--- src/rtl/io_ctrl_pkg.sv ---
// Shared types and constants for the I/O write scheduler.
// Status word layout and FIFO entry format live here.
package io_ctrl_pkg;

    localparam logic [3:0] STATUS_ADDR = 4'hF;
    localparam int OVF_BIT   = 0;
    localparam int TMO_BIT   = 1;
    localparam int COUNT_LSB = 8;

    typedef enum logic {
        IDLE,
        ISSUE
    } state_t;

    typedef struct packed {
        logic [3:0]  addr;
        logic [31:0] data;
    } io_entry_t;

    function automatic logic [31:0] status_word(
        input logic [7:0] cnt,
        input logic       tmo,
        input logic       ovf
    );
        logic [31:0] w;
        w = '0;
        w[OVF_BIT] = ovf;
        w[TMO_BIT] = tmo;
        w[COUNT_LSB +: 8] = cnt;
        return w;
    endfunction

endpackage

--- src/rtl/io_fifo.sv ---
// Store queue for the I/O write scheduler.
// Exposes the head and the entry behind it so the bus side can stream back-to-back.
module io_fifo
    import io_ctrl_pkg::*;
#(
    parameter int DEPTH = 4,
    localparam int AW = $clog2(DEPTH)
) (
    input  logic      CLK,
    input  logic      RESET,
    input  logic      push,
    input  logic      pop,
    input  io_entry_t din,
    output io_entry_t dout,
    output io_entry_t dnext,
    output logic [AW:0] count,
    output logic      full,
    output logic      empty
);

    io_entry_t mem [DEPTH];
    logic [AW-1:0] wr_ptr;
    logic [AW-1:0] rd_ptr;
    logic          wr_en;
    logic          rd_en;

    assign full  = (count == (AW+1)'(DEPTH));
    assign empty = (count == '0);
    // A full FIFO still accepts a push when a pop frees a slot this cycle
    assign wr_en = push && (!full || pop);
    assign rd_en = pop && !empty;

    assign dout  = mem[rd_ptr];
    assign dnext = mem[rd_ptr + AW'(1)];

    always_ff @(posedge CLK) begin
        if (wr_en) begin
            mem[wr_ptr] <= din;
        end
    end

    always_ff @(posedge CLK or posedge RESET) begin
        if (RESET) begin
            wr_ptr <= '0;
            rd_ptr <= '0;
            count  <= '0;
        end else begin
            if (wr_en) begin
                wr_ptr <= wr_ptr + AW'(1);
            end
            if (rd_en) begin
                rd_ptr <= rd_ptr + AW'(1);
            end
            count <= count + (AW+1)'(wr_en) - (AW+1)'(rd_en);
        end
    end

endmodule

--- src/rtl/io_write_scheduler.sv ---
// Queues core I/O stores and drains them over a valid/ready peripheral bus.
// Optional head-entry timeout is enabled with IO_TIMEOUT_EN.
module io_write_scheduler
    import io_ctrl_pkg::*;
#(
    parameter int DEPTH   = 4,
    parameter int TIMEOUT = 255
) (
    input  logic        CLK,
    input  logic        RESET,
    input  logic        io_we,
    input  logic [3:0]  io_addr,
    input  logic [31:0] io_wdata,
    output logic [31:0] io_rdata,
    input  logic [31:0] io_in_data,
    output logic        p_valid,
    output logic [3:0]  p_addr,
    output logic [31:0] p_wdata,
    input  logic        p_ready,
    output logic        busy
);

    localparam int CW = $clog2(DEPTH) + 1;

    state_t    state;
    io_entry_t head;
    io_entry_t next;
    io_entry_t din;
    logic [CW-1:0] count;
    logic      full;
    logic      empty;
    logic      push_req;
    logic      stat_wr;
    logic      pop;
    logic      tmo_hit;
    logic      ovf;
    logic      tmo;

    assign push_req = io_we && (io_addr != STATUS_ADDR);
    assign stat_wr  = io_we && (io_addr == STATUS_ADDR);
    assign pop      = p_valid && (p_ready || tmo_hit);
    assign din      = '{addr: io_addr, data: io_wdata};
    assign busy     = !empty;

    io_fifo #(.DEPTH(DEPTH)) u_fifo (
        .CLK   (CLK),
        .RESET (RESET),
        .push  (push_req),
        .pop   (pop),
        .din   (din),
        .dout  (head),
        .dnext (next),
        .count (count),
        .full  (full),
        .empty (empty)
    );

    assign io_rdata = (io_addr == STATUS_ADDR)
                    ? status_word(8'(count), tmo, ovf)
                    : io_in_data;

    always_ff @(posedge CLK or posedge RESET) begin
        if (RESET) begin
            ovf <= 1'b0;
        end else if (push_req && full && !pop) begin
            ovf <= 1'b1;
        end else if (stat_wr && io_wdata[OVF_BIT]) begin
            ovf <= 1'b0;
        end
    end

`ifdef IO_TIMEOUT_EN
    logic [7:0] timer;

    // Drop fires on the cycle the wait would reach TIMEOUT; p_ready wins
    assign tmo_hit = p_valid && !p_ready
                  && (timer == 8'(TIMEOUT - 1));

    always_ff @(posedge CLK or posedge RESET) begin
        if (RESET) begin
            timer <= '0;
            tmo   <= 1'b0;
        end else begin
            if (pop || !p_valid) begin
                timer <= '0;
            end else begin
                timer <= timer + 8'd1;
            end
            if (tmo_hit) begin
                tmo <= 1'b1;
            end else if (stat_wr && io_wdata[TMO_BIT]) begin
                tmo <= 1'b0;
            end
        end
    end
`else
    assign tmo_hit = 1'b0;
    assign tmo     = 1'b0;
`endif

    always_ff @(posedge CLK or posedge RESET) begin
        if (RESET) begin
            state   <= IDLE;
            p_valid <= 1'b0;
            p_addr  <= '0;
            p_wdata <= '0;
        end else begin
            unique case (state)
                IDLE: begin
                    if (!empty) begin
                        state   <= ISSUE;
                        p_valid <= 1'b1;
                        p_addr  <= head.addr;
                        p_wdata <= head.data;
                    end
                end
                ISSUE: begin
                    if (pop) begin
                        if (count > CW'(1)) begin
                            p_addr  <= next.addr;
                            p_wdata <= next.data;
                        end else begin
                            state   <= IDLE;
                            p_valid <= 1'b0;
                        end
                    end
                end
            endcase
        end
    end

endmodule

--- config.mk ---
export PLATFORM = sky130hd
export DESIGN_NAME = io_write_scheduler
export DESIGN_NICKNAME = d
export VERILOG_FILES = /design/src/rtl/io_ctrl_pkg.sv /design/src/rtl/io_fifo.sv /design/src/rtl/io_write_scheduler.sv
export SDC_FILE = /design/constraint.sdc
export NUM_CORES = 1
export LEC_CHECK = 0
export ABC_CLOCK_PERIOD_IN_PS = 2000
export BUFFER_PORTS_ARGS = -buffer_cell sky130_fd_sc_hd__buf_4
export CORE_MARGIN = 2
export CORE_UTILIZATION = 45
export DETAILED_ROUTE_END_ITERATION = 10
export HOLD_SLACK_MARGIN = 0.1
export MAX_ROUTING_LAYER = met4
export PLACE_DENSITY = 0.65
export REMOVE_ABC_BUFFERS = 1
export SLEW_MARGIN = 20
export SYNTH_ARGS = -nofsm -noshare
export SYNTH_HDL_FRONTEND = slang
export SYNTH_SLANG_ARGS = --single-unit
--- constraint.sdc ---
create_clock -name CLK -period 2 [get_ports CLK]
set_input_delay 0.4 -clock CLK [delete_from_list [all_inputs] [get_ports CLK]]
set_output_delay 0.4 -clock CLK [all_outputs]
set_load 0.005 [all_outputs]
Word-level counts from Yosys, hierarchy flattened
Memories as Yosys holds them, arrays and structs flattened.
Cells that the tools add are included.
{ "classes": {"mux": 21, "n_lt_le_gt_ge": 1, "bitwise": 1, "eq_ne": 7, "reduce_logical": 16, "n_addsub": 4} }
{ "ops": {"columns": ["cell", "n"], "rows": [
  ["32-bit two-way mux", 4],
  ["32-bit case mux with 2 select lines", 1],
  ["4-bit two-way mux", 3],
  ["1-bit two-way mux", 10],
  ["1-bit logical AND", 8],
  ["4-bit case mux with 2 select lines", 1],
  ["3-bit AND reduction", 2],
  ["2-bit by 1-bit adder with 2-bit output, second input constant", 2],
  ["4-bit equality test, second input constant", 1],
  ["2-bit by 1-bit inequality test with 1-bit output, second input constant", 2],
  ["2-bit inequality test, second input constant", 2],
  ["4-bit inequality test, second input constant", 1],
  ["1-bit case mux with 2 select lines", 2],
  ["3-bit by 1-bit adder with 3-bit output", 1],
  ["3-bit equality test, second input constant", 1],
  ["3-bit by 1-bit > comparator with 1-bit output, second input constant", 1],
  ["1-bit logical NOT", 3],
  ["3-bit logical NOT", 1],
  ["3-bit by 1-bit subtractor with 3-bit output", 1],
  ["2-bit nonzero test", 1],
  ["1-bit logical OR", 1],
  ["1-bit inverter", 1]
]} }
{ "word_totals": {"regBits": 46, "mem_count": 1, "input_bits": 72, "ram_bits": 144, "out_inout_bits": 70, "wordCells": 59} }
{ "mem_list": {"columns": ["name", "depth", "word_bits", "rd", "rd_clocked_by_memory_dff", "wr", "line_no", "text"], "rows": [
  ["u_fifo.mem", 4, 36, 2, 0, 1, "io_fifo.sv:21", "io_entry_t mem [DEPTH];"]
]} }

Logic depth before layout (Yosys ltp)
{ "depth": {"word_depth": 6, "mapped_depth": 8, "depth_no_buf": 7} }

Cells and area by module
A second synthesis with hierarchy kept.
{ "hier_totals": {"hier_cells": 487, "hier_area_um2": 8642.0} }
{ "modules_own_cells": {"columns": ["mod", "cells_per_inst", "n_inst", "seq_area_each_um2", "area_per_inst_um2"], "rows": [
  ["io_fifo", 269, 1, 4499.3, 6459.9],
  ["io_write_scheduler", 218, 1, 975.9, 2182.1]
]} }

Worst setup path before layout
No wires, ideal clock.
{ "synth_path": {"path_kind": "input to register", "startpoint": "input io_addr[3]", "endpoint": "memory u_fifo.mem[2][0] (netlist name) (enable)", "setup_slack_ps": -315, "setup_time_ps": 397, "arrival_ps": 1918, "required_time_ps": 1603, "stages": 4, "n_path_buf": 0, "cell_sequence": "nand4_2 > nand2_1 > a31oi_1 > and2_1"} }
{ "synth_between": {"elab_chain_len": 5} }
{ "synth_lines": {"columns": ["item", "line_no", "text"], "rows": [
  ["from (decl)", "io_write_scheduler.sv:12", "input logic [3:0] io_addr,"],
  ["4-bit inequality test", "io_write_scheduler.sv:39", "assign push_req = io_we && (io_addr != STATUS_ADDR);"],
  ["1-bit logical AND", "io_write_scheduler.sv:39", null],
  ["1-bit logical AND", "io_fifo.sv:30", "assign wr_en = push && (!full || pop);"],
  ["net u_fifo.wr_en", "io_fifo.sv:24", "logic wr_en;"],
  ["1-bit two-way mux", "io_fifo.sv:37", "if (wr_en) begin"],
  ["1-bit two-way mux (implied by the code)", "io_fifo.sv:38", "mem[wr_ptr] <= din;"],
  ["to (decl)", "io_fifo.sv:21", null]
]} }
The timed path passes the listed nets, and every way through them passes these cells.

Final worst setup path
{ "layout_path": {"startpoint": "register u_fifo.count[0]", "endpoint": "register u_fifo.count[2]"} }
{ "layout_between": {"word_cells_on_any_way": 9, "classes_between": "add/sub (2); eq/ne (1); reduce/logical (6)"} }
{ "layout_lines": {"columns": ["item", "line_no", "text"], "rows": [
  ["from (decl)", "io_fifo.sv:16", "output logic [AW:0] count,"],
  ["from (signal assigned)", "io_fifo.sv:54", "count <= count + (AW+1)'(wr_en) - (AW+1)'(rd_en);"],
  ["3-bit logical NOT", "io_fifo.sv:28", "assign empty = (count == '0);"],
  ["1-bit logical NOT", "io_fifo.sv:31", "assign rd_en = pop && !empty;"],
  ["1-bit logical AND", "io_fifo.sv:31", null],
  ["net u_fifo.rd_en", "io_fifo.sv:25", "logic rd_en;"],
  ["3-bit by 1-bit subtractor with 3-bit output", "io_fifo.sv:54", null]
]} }
The timed path passes the listed nets, and every way through them passes these cells.
A chain may end at the register's enable or synchronous reset.

==> impl_metrics.tcl <==
set metrics [dict create \
    cp_max_fo 3 \
    fmax_mhz 536.9 \
    ys.flop_type "edfxtp_1" \
    cts_tree "done" \
    drive_above_1_share_pct 36.96 \
    post_cts_buffers 0 \
    syn_area_um2 8762 \
    slew_violations 0 \
    synth_commonest_cells "edfxtp_1, o22ai_1, dfrtp_1" \
    die-area_um2 20600 \
    start_kind "flip-flop" \
    grt_pass1_wl_mm 32.93 \
    postSynthCellCount 618 \
    vias 6074 \
    num_io_pins 142 \
    path_clk_slew_ps 70 \
    grt_pass1_vias 6314 \
    ff2ff_setup_slack_ps 140 \
    routed_wl_mm 21.41 \
    ir_worst_vdd_mv 0.7391 \
    crit_type "reg2reg" \
    leakage_nw 4.144 \
    grt_max_degree 57 \
    hold_viol 0 \
    gp_congestion 0.7510 \
    num-nets-final 838 \
    timing.hold.ws_ps 162.3 \
    root_buffer "clkbuf_16" \
    synth_cell_types 42 \
    synthArstFlopShare_pct 24.21 \
    setup_tns_ps 0 \
    maxCapViolations 0 \
    synth.largest_area_cell "edfxtp_1" \
    antenna_cells 0 \
    port_buffers 141 \
    worst_pin_slew_ps 628.8 \
    cts_resized 0 \
    ys_seq_elements 190 \
    track_usage_pct 21.96 \
    die_h_um 143.5 \
    n_fill_cell 1591 \
    fin_ws_ps 137.6 \
    clk_latency_ps 430 \
    hold_path_class "in2reg" \
    min_period_ps 1862 \
    powerDensity_nw_per_um2 1312 \
    yosysMostFrequentCell "edfxtp_1" \
    gr-total-overflow 0 \
    start_util_pct 45.47 \
    cts.sinks 190 \
    fin_skew_ps 6.994 \
    ys_seq_area_share_pct 62.49 \
    arrival_ps 2180 \
    h-tree-depth 4 \
    vias_per_cell 5.863 \
    post-place-ws_ps 115.4 \
    ant_nets 0 \
    timing.final.crit_share_pct 93.12 \
    final_core_util_pct 56.05 \
    num_rows 51 \
    die_w_um 143.5 \
    outcome "completed" \
    antenna_found_initial 0 \
    core-area_um2 19270 \
    wl_per_cell_um 20.67 \
    synth_edf_count 144 \
    required_ps 2320 \
    cp-end-kind "flip-flop" \
    cts_buffer_depth 2 \
    max-slew-margin-rel_pct 58.08 \
    area_growth_pct 23.28 \
    post_synth.cell_area_avg_um2 14.18 \
    first_iter_violations 475 \
    dr.pass1.iters 5 \
    cts_buffers 17 \
    setup_violations 0 \
    dpl.hpwl_mm 13.29 \
    ys_warn_count 0 \
    rsz0062_at_grt "no" \
    synth_top_cell_area_share_pct 49.35 \
    drc 0 \
    synthTopCellsByArea "edfxtp_1, dfrtp_1, mux2_2" \
]
[worst max-delay path, cell delays in order, from the launching register on]
cell and delay (ps):
dfrtp_1 400, nor3_2 200, nor2_1 110, ha_1 290, inv_1 40, ha_1 200
fa_1 380, xnor2_1 130
[cell type report]
type	instances	area [µm²]	share of cell area, %
clock buffers	21	470.5	4.355
clock inverters	11	67.56	0.6255
inverters	9	33.78	0.3128
multi-input cells	365	2935	27.17
flip-flops and latches	190	5484	50.77
well taps	265	331.6	3.070
repair buffers	175	1479	13.69
[stage by stage]
| stage | instance area [µm²] | total power, mW | instances |
|---|---|---|---|
| floorplan | 8436 | 8.826 | 564 |
| global placement | 10250 | 10.94 | 1003 |
| detailed placement | 10250 | 11.17 | 1003 |
| CTS | 10800 | 14.23 | 1036 |
| global route | 10800 | 14.95 | 1036 |
| finish | 10800 | 14.17 | 1036 |
[final timing paths]
| kind | from | end | cells after the start |
|---|---|---|---|
| min in group asynchronous | RESET | p_addr[1]$_DFFE_PP0P_ | 3 |
| hold / removal | io_wdata[3] | u_fifo.mem[2][3]$_DFFE_PP_ | 1 |
| setup / recovery | u_fifo.count[0]$_DFF_PP0_ | u_fifo.count[2]$_DFF_PP0_ | 7 |
| max in group asynchronous | RESET | p_wdata[20]$_DFFE_PP0P_ | 4 |
| hold reg to reg | p_wdata[13]$_DFFE_PP0P_ | p_wdata[13]$_DFFE_PP0P_ | 1 |
| setup reg to reg | u_fifo.count[0]$_DFF_PP0_ | u_fifo.count[2]$_DFF_PP0_ | 7 |
[metal layers]
layer | track usage, % | vias to the layer above | part of all wire [%]
met5 | - | - | 0
met4 | 8.566 | 0 | 1.5
met3 | 4.232 | 29 | 6.8
met2 | 36.37 | 270 | 50
met1 | 26.75 | 3032 | 42
li1 | - | 2743 | -
[state kept, by name, summed over array words and instances (netlist names)]
| name | flops |
|---|---|
| u_fifo.mem | 144 |
| p_wdata | 32 |
| p_addr | 4 |
| u_fifo.count | 3 |
| u_fifo.rd_ptr | 2 |
| u_fifo.wr_ptr | 2 |
| ovf | 1 |
| p_valid | 1 |
| state | 1 |
[timing repair]
item | in CTS | in global routing
endpoints found under the hold margin | 19 | 0
hold buffers | 1 | 0
setup endpoints to repair | 0 | 1
[logic make-up (layout without fill, tap and decap cells)]
family | after synthesis | in the layout | synth area share (%)
flops | 190 | 190 | 62.49
compound gates | 223 | 223 | 17.65
simple gates | 57 | 57 | 3.856
xor+xnor | 4 | 4 | 0.3999
mux | 73 | 73 | 10.27
buf+inv | 63 | 216 | 4.112
fa+ha+maj | 8 | 8 | 1.228
[cells in the final DEF, fill, tap and decap left out, types with 10 or more instances in the layout]
cell type / n
buf_4: 161
clkbuf_16: 17
buf_12: 13
o221ai_1: 35
o21ai_1: 16
a22o_1: 35
mux2_1: 15
mux2_4: 21
mux2_2: 36
edfxtp_1: 144
and2_1: 28
o22ai_1: 60
dfrtp_1: 43
o21ai_0: 23
a21oi_1: 37
o22ai_2: 10
[where the power goes]
part,total (mW),switching [mW],internal (mW)
sequential,6.01,0.666,5.35
clock,3.09,1.42,1.67
combinational,5.06,2.66,2.40
total,14.2,4.75,9.42
Note: power is estimated with default switching activity, not from simulation.
